File: src/rtl/read_compare_block.sv
// Read-data checker: queues compare packets, regenerates the expected pattern per beat and flags the first error.
// Optional build macro CMP_ERR_CNT_EN: keep checking after data mismatches and count mismatching beats.
module read_compare_block #(
  parameter int AMM_DATA_W     = 128,
  parameter int BYTE_PER_WORD  = AMM_DATA_W / 8,
  parameter int ADDR_W         = 28,
  parameter int AMM_BURST_W    = 11,
  parameter int PKT_FIFO_DEPTH = 4
) (
  input  logic                     clk_i,
  input  logic                     rst_n_i,
  input  logic                     test_start_i,
  input  logic                     cmp_pkt_en_i,
  output logic                     cmp_pkt_ready_o,
  input  logic [ADDR_W-1:0]        cmp_word_addr_i,
  input  logic [AMM_BURST_W-1:0]   cmp_burst_cnt_i,
  input  logic [BYTE_PER_WORD-1:0] cmp_start_mask_i,
  input  logic [BYTE_PER_WORD-1:0] cmp_end_mask_i,
  input  logic                     cmp_ptrn_type_i,
  input  logic [7:0]               cmp_ptrn_i,
  input  logic                     readdatavalid_i,
  input  logic [AMM_DATA_W-1:0]    readdata_i,
  output logic                     error_check_o,
  output logic [ADDR_W-1:0]        err_addr_o,
  output logic [AMM_DATA_W-1:0]    err_data_o,
  output logic [BYTE_PER_WORD-1:0] err_byte_o,
  output logic                     err_proto_o,
  output logic [31:0]              words_checked_o,
  output logic [15:0]              err_cnt_o
);

  localparam int PTR_W = $clog2(PKT_FIFO_DEPTH);
  localparam int CNT_W = $clog2(PKT_FIFO_DEPTH + 1);
  localparam int PKT_W = ADDR_W + AMM_BURST_W + 2 * BYTE_PER_WORD + 9;

  typedef enum logic [1:0] {IDLE, CHECK, ERR} state_t;

  state_t                   state;
  logic [PKT_W-1:0]         fifo_mem [PKT_FIFO_DEPTH];
  logic [PTR_W-1:0]         wr_ptr, rd_ptr;
  logic [CNT_W-1:0]         fifo_cnt, cnt_nxt;
  logic [PKT_W-1:0]         pkt_in;
  logic [ADDR_W-1:0]        hd_addr, act_addr, beat_addr;
  logic [AMM_BURST_W-1:0]   hd_burst, act_burst, idx;
  logic [BYTE_PER_WORD-1:0] hd_smask, hd_emask, act_smask, act_emask;
  logic                     hd_ptype, act_ptype;
  logic [7:0]               hd_ptrn, act_ptrn, lfsr, exp_byte;

  logic                     s1_valid, s2_valid;
  logic [AMM_DATA_W-1:0]    s1_data, s1_exp, s2_data;
  logic [BYTE_PER_WORD-1:0] s1_mask, s2_miss, miss_c, beat_mask;
  logic [ADDR_W-1:0]        s1_addr, s2_addr;

  logic fifo_empty, fifo_full, beat, last_beat, live;
  logic data_err, data_stop, pop_base, orphan, overflow;
  logic proto_err, go_err, pop, push, accept;

  assign pkt_in = {cmp_word_addr_i, cmp_burst_cnt_i, cmp_start_mask_i,
                   cmp_end_mask_i, cmp_ptrn_type_i, cmp_ptrn_i};
  assign {hd_addr, hd_burst, hd_smask, hd_emask, hd_ptype, hd_ptrn} = fifo_mem[rd_ptr];

  always_comb begin
    fifo_empty = (fifo_cnt == '0);
    fifo_full  = (fifo_cnt == CNT_W'(PKT_FIFO_DEPTH));
    beat       = readdatavalid_i && !test_start_i;
    last_beat  = (idx == act_burst);
    live       = !test_start_i && (state != ERR);
    data_err   = s2_valid && (|s2_miss);
`ifdef CMP_ERR_CNT_EN
    data_stop  = 1'b0;
`else
    data_stop  = data_err;
`endif
    // Overflow must see the pop candidate, not the final pop, to avoid a combinational loop.
    pop_base   = live && !fifo_empty && !data_stop &&
                 ((state == IDLE) || ((state == CHECK) && beat && last_beat));
    orphan     = live && beat && (state == IDLE);
    overflow   = live && cmp_pkt_en_i && fifo_full && !pop_base;
    proto_err  = orphan || overflow;
    go_err     = proto_err || (live && data_stop);
    pop        = pop_base && !proto_err;
    push       = live && !go_err && cmp_pkt_en_i && (!fifo_full || pop);
    accept     = live && !go_err && beat && (state == CHECK);
    cnt_nxt    = fifo_cnt + CNT_W'(push) - CNT_W'(pop);

    if (act_burst == '0)   beat_mask = act_smask & act_emask;
    else if (idx == '0)    beat_mask = act_smask;
    else if (last_beat)    beat_mask = act_emask;
    else                   beat_mask = '1;
    exp_byte  = act_ptype ? lfsr : act_ptrn;
    beat_addr = act_addr + ADDR_W'(idx);

    miss_c = '0;
    for (int unsigned b = 0; b < BYTE_PER_WORD; b++)
      miss_c[b] = s1_mask[b] && (s1_data[8*b +: 8] != s1_exp[8*b +: 8]);
  end

  always_ff @(posedge clk_i) begin
    if (push) fifo_mem[wr_ptr] <= pkt_in;
  end

  always_ff @(posedge clk_i or negedge rst_n_i) begin
    if (!rst_n_i) begin
      state           <= IDLE;
      wr_ptr          <= '0;
      rd_ptr          <= '0;
      fifo_cnt        <= '0;
      cmp_pkt_ready_o <= 1'b1;
      act_addr        <= '0;
      act_burst       <= '0;
      act_smask       <= '0;
      act_emask       <= '0;
      act_ptype       <= 1'b0;
      act_ptrn        <= '0;
      idx             <= '0;
      lfsr            <= '0;
      s1_valid        <= 1'b0;
      s1_data         <= '0;
      s1_exp          <= '0;
      s1_mask         <= '0;
      s1_addr         <= '0;
      s2_valid        <= 1'b0;
      s2_miss         <= '0;
      s2_data         <= '0;
      s2_addr         <= '0;
      error_check_o   <= 1'b0;
      err_addr_o      <= '0;
      err_data_o      <= '0;
      err_byte_o      <= '0;
      err_proto_o     <= 1'b0;
      words_checked_o <= '0;
`ifdef CMP_ERR_CNT_EN
      err_cnt_o       <= '0;
`endif
    end else if (test_start_i) begin
      state           <= IDLE;
      wr_ptr          <= '0;
      rd_ptr          <= '0;
      fifo_cnt        <= '0;
      cmp_pkt_ready_o <= 1'b1;
      idx             <= '0;
      s1_valid        <= 1'b0;
      s2_valid        <= 1'b0;
      s2_miss         <= '0;
      error_check_o   <= 1'b0;
      err_addr_o      <= '0;
      err_data_o      <= '0;
      err_byte_o      <= '0;
      err_proto_o     <= 1'b0;
      words_checked_o <= '0;
`ifdef CMP_ERR_CNT_EN
      err_cnt_o       <= '0;
`endif
    end else begin
      if (push) wr_ptr <= wr_ptr + PTR_W'(1);
      if (pop)  rd_ptr <= rd_ptr + PTR_W'(1);
      fifo_cnt        <= cnt_nxt;
      cmp_pkt_ready_o <= !go_err && (state != ERR) && (cnt_nxt != CNT_W'(PKT_FIFO_DEPTH));

      if (go_err) state <= ERR;
      else if (state == IDLE && pop) state <= CHECK;
      else if (state == CHECK && accept && last_beat && !pop) state <= IDLE;

      // A pop on the last beat reloads the active slot so the next burst starts with no bubble.
      if (pop) begin
        act_addr  <= hd_addr;
        act_burst <= hd_burst;
        act_smask <= hd_smask;
        act_emask <= hd_emask;
        act_ptype <= hd_ptype;
        act_ptrn  <= hd_ptrn;
        idx       <= '0;
        lfsr      <= hd_ptrn;
      end else if (accept) begin
        idx  <= idx + AMM_BURST_W'(1);
        lfsr <= {lfsr[6:0], lfsr[6] ^ lfsr[1] ^ lfsr[0]};
      end

      s1_valid <= accept;
      if (accept) begin
        s1_data <= readdata_i;
        s1_exp  <= {BYTE_PER_WORD{exp_byte}};
        s1_mask <= beat_mask;
        s1_addr <= beat_addr;
      end
      s2_valid <= s1_valid;
      s2_miss  <= miss_c;
      s2_data  <= s1_data;
      s2_addr  <= s1_addr;

      if (accept && words_checked_o != '1)
        words_checked_o <= words_checked_o + 32'd1;

      if (data_err) begin
        error_check_o <= 1'b1;
        if (!error_check_o) begin
          err_addr_o  <= s2_addr;
          err_data_o  <= s2_data;
          err_byte_o  <= s2_miss;
          err_proto_o <= 1'b0;
        end
`ifdef CMP_ERR_CNT_EN
        if (err_cnt_o != '1) err_cnt_o <= err_cnt_o + 16'd1;
`endif
      end else if (proto_err) begin
        error_check_o <= 1'b1;
        if (!error_check_o) begin
          err_addr_o  <= '0;
          err_data_o  <= orphan ? readdata_i : '0;
          err_byte_o  <= '0;
          err_proto_o <= 1'b1;
        end
      end
    end
  end

`ifndef CMP_ERR_CNT_EN
  assign err_cnt_o = '0;
`endif

endmodule

File: config.mk
export PLATFORM = sky130hd
export DESIGN_NAME = read_compare_block
export DESIGN_NICKNAME = d
export VERILOG_FILES = /design/src/rtl/read_compare_block.sv
export SDC_FILE = /design/constraint.sdc
export NUM_CORES = 2
export LEC_CHECK = 0
export ABC_AREA = 1
export BUFFER_PORTS_ARGS = -buffer_cell sky130_fd_sc_hd__buf_2
export CAP_MARGIN = 20
export CORE_MARGIN = 2
export CORE_UTILIZATION = 35
export CTS_CLUSTER_DIAMETER = 200
export DETAILED_ROUTE_END_ITERATION = 8
export HOLD_SLACK_MARGIN = 0.15
export PLACE_DENSITY = 0.59
export SLEW_MARGIN = 15
export SYNTH_ARGS = -nofsm -noshare
export SYNTH_HDL_FRONTEND = slang
export SYNTH_SLANG_ARGS = --single-unit
export TNS_END_PERCENT = 10
File: constraint.sdc
create_clock -name clk_i -period 7.6 [get_ports clk_i]
set_input_delay 0.38 -clock clk_i [delete_from_list [all_inputs] [get_ports clk_i]]
set_output_delay 0.38 -clock clk_i [all_outputs]
set_load 0.03 [all_outputs]
# [Word level (Yosys, flattened, before mapping)]
# Memories as Yosys holds them, arrays and structs flattened.
# Cells that the tools add are included.
[classes] n_addsub=7 n_eq_ne=24 mux=50 bitwise=4 n_reduce_logical=71
[ops] op="$mux 128" count=6
[ops] op="$mux 16" count=9
[ops] op="$mux 28" count=5
[ops] op="$ne 8x8->1" count=16
[ops] op="$mux 32" count=2
[ops] op="$logic_and 1x1->1" count=43
[ops] op="$mux 11" count=3
[ops] op="$add 32x1->32 const B" count=1
[ops] op="$ne 32x32->1 const B" count=1
[ops] op="$add 28x11->28" count=1
[ops] op="$mux 8" count=3
[ops] op="$logic_not 11->1" count=2
[ops] op="$and 16x16->16" count=1
[ops] op="$mux 2" count=8
[ops] op="$reduce_or 16->1" count=1
[ops] op="$mux 1" count=13
[ops] op="$add 11x1->11 const B" count=1
[ops] op="$eq 11x11->1" count=1
[ops] op="$ne 3x3->1 const B" count=3
[ops] op="$logic_not 1->1" count=8
[ops] op="$reduce_bool 2->1" count=4
[ops] op="$reduce_and 2->1" count=3
[ops] op="$reduce_bool 3->1" count=2
[ops] op="$add 2x1->2 const B" count=2
[ops] op="13 further kinds" count=17
[totals] reg_bits=789 mem_bits_rw=320 in_bits=213 output_inout_bits=223 mem_count=1
[memory_table] name="fifo_mem" depth=4 width=80 rd=1 rd_ports_with_merged_regs=0 write_ports=1 line_no="39" rtl="logic [PKT_W-1:0] fifo_mem [PKT_FIFO_DEPTH];"

# [Depth between registers and ports, before layout]
[logic_depth] ltp_word=21 mapped_depth=19 ltp_nobuf=18

# [Worst setup path before layout]
# No wires, ideal clock.
[synth_path] path_type="reg-to-reg" start="register idx[3]" end="memory fifo_mem[0][0] in the netlist's numbering, enable pin" setup_ns=0.519 t_arrival_ns=4.913 slack_ns=2.167 path_stages_with_launch=10 path_buffers=1 synth_period_minus_slack_ns=5.433 path_cell_list="dfrtp_1 > buf_2 > xor2_1 > nor2_1 > nand2_1 > nor2_4 > nand3_2 > nand3_2 > nand4_1 > nor2_1"
[synth_between] elab_chain_cells=14 elab_cells_between_ends=17 cone_classes="eq/ne (1); mux (2); reduce/logical (14)"
[synth_lines] element="start: declaration" line_no="44" rtl="logic [AMM_BURST_W-1:0] hd_burst, act_burst, idx;"
[synth_lines] element="start signal: assignment" line_no="175" rtl="idx <= idx + AMM_BURST_W'(1);"
[synth_lines] element="$eq 11x11->1 *" line_no="66" rtl="last_beat = (idx == act_burst);"
[synth_lines] element="$logic_and 1x1->1 *" line_no="76" rtl="((state == IDLE) || ((state == CHECK) && beat && last_beat));"
[synth_lines] element="$logic_or 1x1->1 *" line_no="76"
[synth_lines] element="$logic_and 1x1->1 *" line_no="75" rtl="pop_base = live && !fifo_empty && !data_stop &&"
[synth_lines] element="$logic_not 1->1" line_no="78" rtl="overflow = live && cmp_pkt_en_i && fifo_full && !pop_base;"
[synth_lines] element="$logic_and 1x1->1" line_no="78"
[synth_lines] element="$logic_or 1x1->1" line_no="79" rtl="proto_err = orphan || overflow;"
[synth_lines] element="$logic_or 1x1->1" line_no="80" rtl="go_err = proto_err || (live && data_stop);"
[synth_lines] element="$logic_not 1->1" line_no="82" rtl="push = live && !go_err && cmp_pkt_en_i && (!fifo_full || pop);"
[synth_lines] element="$logic_and 1x1->1 (2 in series)" line_no="82"
[synth_lines] element="$logic_and 1x1->1 *" line_no="82"
[synth_lines] element="$mux 1 *" line_no="99" rtl="if (push) fifo_mem[wr_ptr] <= pkt_in;"
[synth_lines] element="$mux 1 (implied by the code) *" line_no="99"
[synth_lines] element="end: declaration" line_no="39"
# Every way passes the cells marked *; elsewhere a longest branch is shown, timed or not.

# [Worst setup path after layout]
[layout_path] start="register s2_miss[2]" end="register s1_data[50]"
[layout_between] elab_chain_cells=14 elab_cells_between_ends=15 cone_classes="reduce/logical (15)"
[layout_lines] element="start: declaration" line_no="51" rtl="logic [BYTE_PER_WORD-1:0] s1_mask, s2_miss, miss_c, beat_mask;"
[layout_lines] element="start signal: assignment" line_no="187" rtl="s2_miss <= miss_c;"
[layout_lines] element="$reduce_or 16->1 *" line_no="68" rtl="data_err = s2_valid && (|s2_miss);"
[layout_lines] element="$logic_and 1x1->1 *" line_no="68"
[layout_lines] element="$logic_not 1->1" line_no="75"
[layout_lines] element="$logic_and 1x1->1 (2 in series)" line_no="75"
[layout_lines] element="$logic_not 1->1" line_no="78"
[layout_lines] element="$logic_and 1x1->1" line_no="78"
[layout_lines] element="$logic_or 1x1->1" line_no="79"
[layout_lines] element="$logic_or 1x1->1 *" line_no="80"
[layout_lines] element="$logic_not 1->1 *" line_no="83" rtl="accept = live && !go_err && beat && (state == CHECK);"
[layout_lines] element="$logic_and 1x1->1 * (3 in series)" line_no="83"
[layout_lines] element="$reduce_and 2->1 (no line) *"
[layout_lines] element="end signal: assignment" line_no="181" rtl="s1_data <= readdata_i;"
[layout_lines] element="end: declaration" line_no="50" rtl="logic [AMM_DATA_W-1:0] s1_data, s1_exp, s2_data;"
# Marks and branches as above.
# A chain may end at the register's enable or synchronous reset.

==> results.txt <==
The total of cells resized after clock tree synthesis is 0. The number of remaining DRC errors is 0. The per-cell routed wire length is about 19 um.

The buffers inserted during post-CTS setup optimization came out at 0. The final critical path time including I/O delays and setup is 4810 ps. The total number of clock tree sinks came out at 989. The synthesized area per cell came out at about 9.6 sq um. Setup repair after global routing left no endpoint under its margin. The count of nets left with antenna violations once routing finished came out at 0. The total power divided by cell area came out at 330 nW/um^2. Of the available clock period, the critical path in the final layout requires a little over three fifths.

The worst hold path belongs to the class input port to async pin. For this run, asynchronously set or reset flops after synthesis account for 67.6%. The final number of max-transition violations came out at 0. The worst setup path is of the register to register kind. The maximum resistive drop on vdd is 179 uV. The critical path contains buffers and inverters numbering 3 combined.

The number of different library cells in the post-synthesis netlist is 39. The largest fanout of any net on the critical path came out at 141. The worst stage delay on the critical path is ~860 ps.

Across the run, the number of max-cap violations was 0. The run finished with clean final reports. Counting the buffers created by CTS gives 105. The worst register-to-register path ends at s1_data[50].

The total die area is 124,000 sq um. The detailed router's first-iteration violation count came out at 2,864. The post-synthesis instance area came out at 42,500 sq um.

Leaving out fill and tap cells, the most frequent cell in the layout is sky130_fd_sc_hd__nand2_1. The part of the Yosys area used for sequential elements is 62.0%. The kind of capture point of the worst setup path is a register. The area growth from synthesis to layout is 21.0%.

The synthesis warning total is 0. The clock network latency to the later pin of the worst-skew pair came out at ~700 ps. The deepest clock path buffer count is 3. The HPWL after detailed placement is ~80,000 um. The leakage power is between 0.02 and 0.025 uW. The number of global-route vias before repair is 31,400. The ratio of cells with drive above 1 in the final layout came out at 12.9%. The pre-antenna-repair detailed-routing pass consisted of 5 iterations.

The total global-route track usage is 20.0%. The worst register-to-register path begins at s2_miss[2]. In the post-synthesis netlist, the biggest area contributors are sky130_fd_sc_hd__dfrtp_1 39%, sky130_fd_sc_hd__edfxtp_1 23%, sky130_fd_sc_hd__nand2_1 11%.

The placeable core region came out at 120,000 sq um. Across all layers, the routed design uses 32,700 vias. The critical path crosses 12 cells after its start point. The count of standard-cell rows came out at 127.

The effective utilization at floorplan came out at 35.3%. The worst-case clock skew came out at 45.0 ps. The cell depth of the worst flop-to-flop path is 12. The final setup violation count came out at 0. Based on the critical path, the design can be clocked at up to between 200 and 250 MHz.

The max-slew headroom at the worst pin came out at 25.1%. Among all stages on the critical path, the largest delay is contributed by sky130_fd_sc_hd__inv_8. After clock tree synthesis, the clock-pin slew on the worst setup and hold paths is 60 ps. The count of hold buffers inserted by post-cts repair came out at 211. TritonCTS built the clock tree.

The data required time of the worst path came out at approximately 8000 ps. The count of flip-flops with a built-in enable after synthesis came out at 320. For the pin with the worst max-slew slack, the measured transition is 1120 ps. The final cell utilization of the core is 42.8%. The pin count of the biggest net entering global routing is 214. The worst path arrival time is 5420 ps. The detail-routed via count per cell came out at 4.93. In this design, the largest share of critical-path delay is due to simple AND/OR/NAND/NOR gates. The x dimension of the die came out at ~350 um.

The top cell types in the final layout, fill and taps aside, are 1,257 x sky130_fd_sc_hd__nand2_1, 661 x sky130_fd_sc_hd__dfrtp_1, 516 x sky130_fd_sc_hd__nor2_1. The detailed-route wire length came out at 126,000 um. The final layout contains 5,150 nets. The global-route wire length before repair is 195,000 um. Traced cell by cell, the critical path runs through nor2_1 -> nand2_1 -> nor2_1 -> nand2_1 -> nand2_4 -> inv_1 -> nor2_1 -> nand3_4 -> inv_8 -> buf_4 -> nand2_1 -> o21ai_1. The count of state elements after synthesis came out at approximately 990. The total global routing overflow is 0.

The number of I/O port buffers is ~420. The die span in y is 353 um. For this design the top-level I/O count stands at 436. The setup slack of the most critical reg-to-reg path is 2790 ps. The tree is rooted in a sky130_fd_sc_hd__clkbuf_16. The final count of hold timing violations was 0.

The initial antenna violation count is 30. The dominant synthesized flop cell is sky130_fd_sc_hd__dfrtp_1. The cell count after synthesis came out at 4,419. In the final timing run, aggregate negative setup slack is 0 ps. The H-tree was split into 3 levels. At the end of routability-driven placement, the weighted congestion stood at slightly above 0.8.

The most critical setup path has its endpoint at s1_data[50]. The largest total area in the synthesized netlist belongs to sky130_fd_sc_hd__dfrtp_1. The source of the critical timing path is s2_miss[2]. The fraction of synthesized cell area taken by the top area cell type is about two fifths. The category of the worst setup path launch point is a register.
## registers in the layout (all words and copies together) (netlist names), 11 cells and up
register and count:
s2_addr 28, idx 11, err_data_o 128, fifo_mem 320
s2_data 128, s1_addr 28, act_burst 11, err_byte_o 16
words_checked_o 32, s2_miss 16, act_emask 16, act_addr 28
act_smask 16, err_addr_o 28, s1_data 128, s1_mask 16
## layer usage
layer / up-vias / part of all wire (%) / global-route usage (%)
li1: 15800 / - / -
met1: 15700 / 47 / 28.6
met2: 902 / 44 / 30.4
met3: 194 / 6.4 / 4.63
met4: 20 / 2.4 / 5.36
met5: - / 0.082 / 0
## per-stage QoR
step / area, sq um / cells / total power, uW / setup slack (ps) / hold WS [ps]
floorplan: 42600 / 4434 / 10300 / 2170 / 84.4
global placement: 45800 / 6209 / 11700 / 2600 / 452
finish: 51400 / 6629 / 17000 / 2790 / 318
CTS: 51400 / 6615 / 17100 / 2700 / 319
detailed placement: 45800 / 6209 / 11800 / 2580 / 454
global route: 51400 / 6626 / 18000 / 2340 / 354
## cells in the mapped netlist, types with 55 or more instances
cell type / count
sky130_fd_sc_hd__inv_1: 160
sky130_fd_sc_hd__a31oi_1: 75
sky130_fd_sc_hd__clkbuf_1: 172
sky130_fd_sc_hd__nor3_1: 60
sky130_fd_sc_hd__nand3_1: 105
sky130_fd_sc_hd__dfrtp_1: 668
sky130_fd_sc_hd__buf_2: 68
sky130_fd_sc_hd__edfxtp_1: 320
sky130_fd_sc_hd__nor2_1: 521
sky130_fd_sc_hd__a32oi_1: 128
sky130_fd_sc_hd__nand2_1: 1259
sky130_fd_sc_hd__o21ai_0: 370
sky130_fd_sc_hd__o21ai_1: 158
sky130_fd_sc_hd__xor2_1: 88
sky130_fd_sc_hd__xnor2_1: 55
## cell type report
type | instances | area (sq um)
clock buffers | 152 | 3020
clock inverters | 43 | 507
flip-flops and latches | 989 | 26400
diodes | 14 | 35.0
repair buffers | 668 | 4580
inverters | 167 | 646
fillers | 11700 | 68900
well taps | 1612 | 2020
multi-input cells | 2984 | 14300
## kinds of logic after synthesis
group | synth area share [%]
simple gates | 19.1
flops | 62.0
compound gates | 10.5
buf+inv | 4.78
xor+xnor | 2.95
fa+ha+maj | 0.683
other cells | 0.00882
## power by group
group	total (uW)	switching (uW)	leakage (uW)	internal, uW
Clock	5230	2170	0.00173	3070
Combinational	3940	2540	0.00942	1390
Sequential	7790	1030	0.0114	6760
## worst min-delay path by stage
stage / depth (start not counted) / to
global route: 2 / err_data_o[30]
global placement: 2 / s2_addr[1]
CTS: 2 / s2_data[123]
finish: 2 / err_data_o[36]
detailed placement: 2 / s2_addr[4]
floorplan: 0 / act_addr[0]
## worst register-to-register path, stage by stage (launching register included)
cell and delay (ps):
sky130_fd_sc_hd__dfrtp_1 380, sky130_fd_sc_hd__nor2_1 110, sky130_fd_sc_hd__nand2_1 70, sky130_fd_sc_hd__nor2_1 140, sky130_fd_sc_hd__nand2_1 140, sky130_fd_sc_hd__nand2_4 670, sky130_fd_sc_hd__inv_1 160, sky130_fd_sc_hd__nor2_1 500
sky130_fd_sc_hd__nand3_4 620, sky130_fd_sc_hd__inv_8 920, sky130_fd_sc_hd__buf_4 780, sky130_fd_sc_hd__nand2_1 130, sky130_fd_sc_hd__o21ai_1 110
Note: power is estimated with default switching activity, not from simulation.
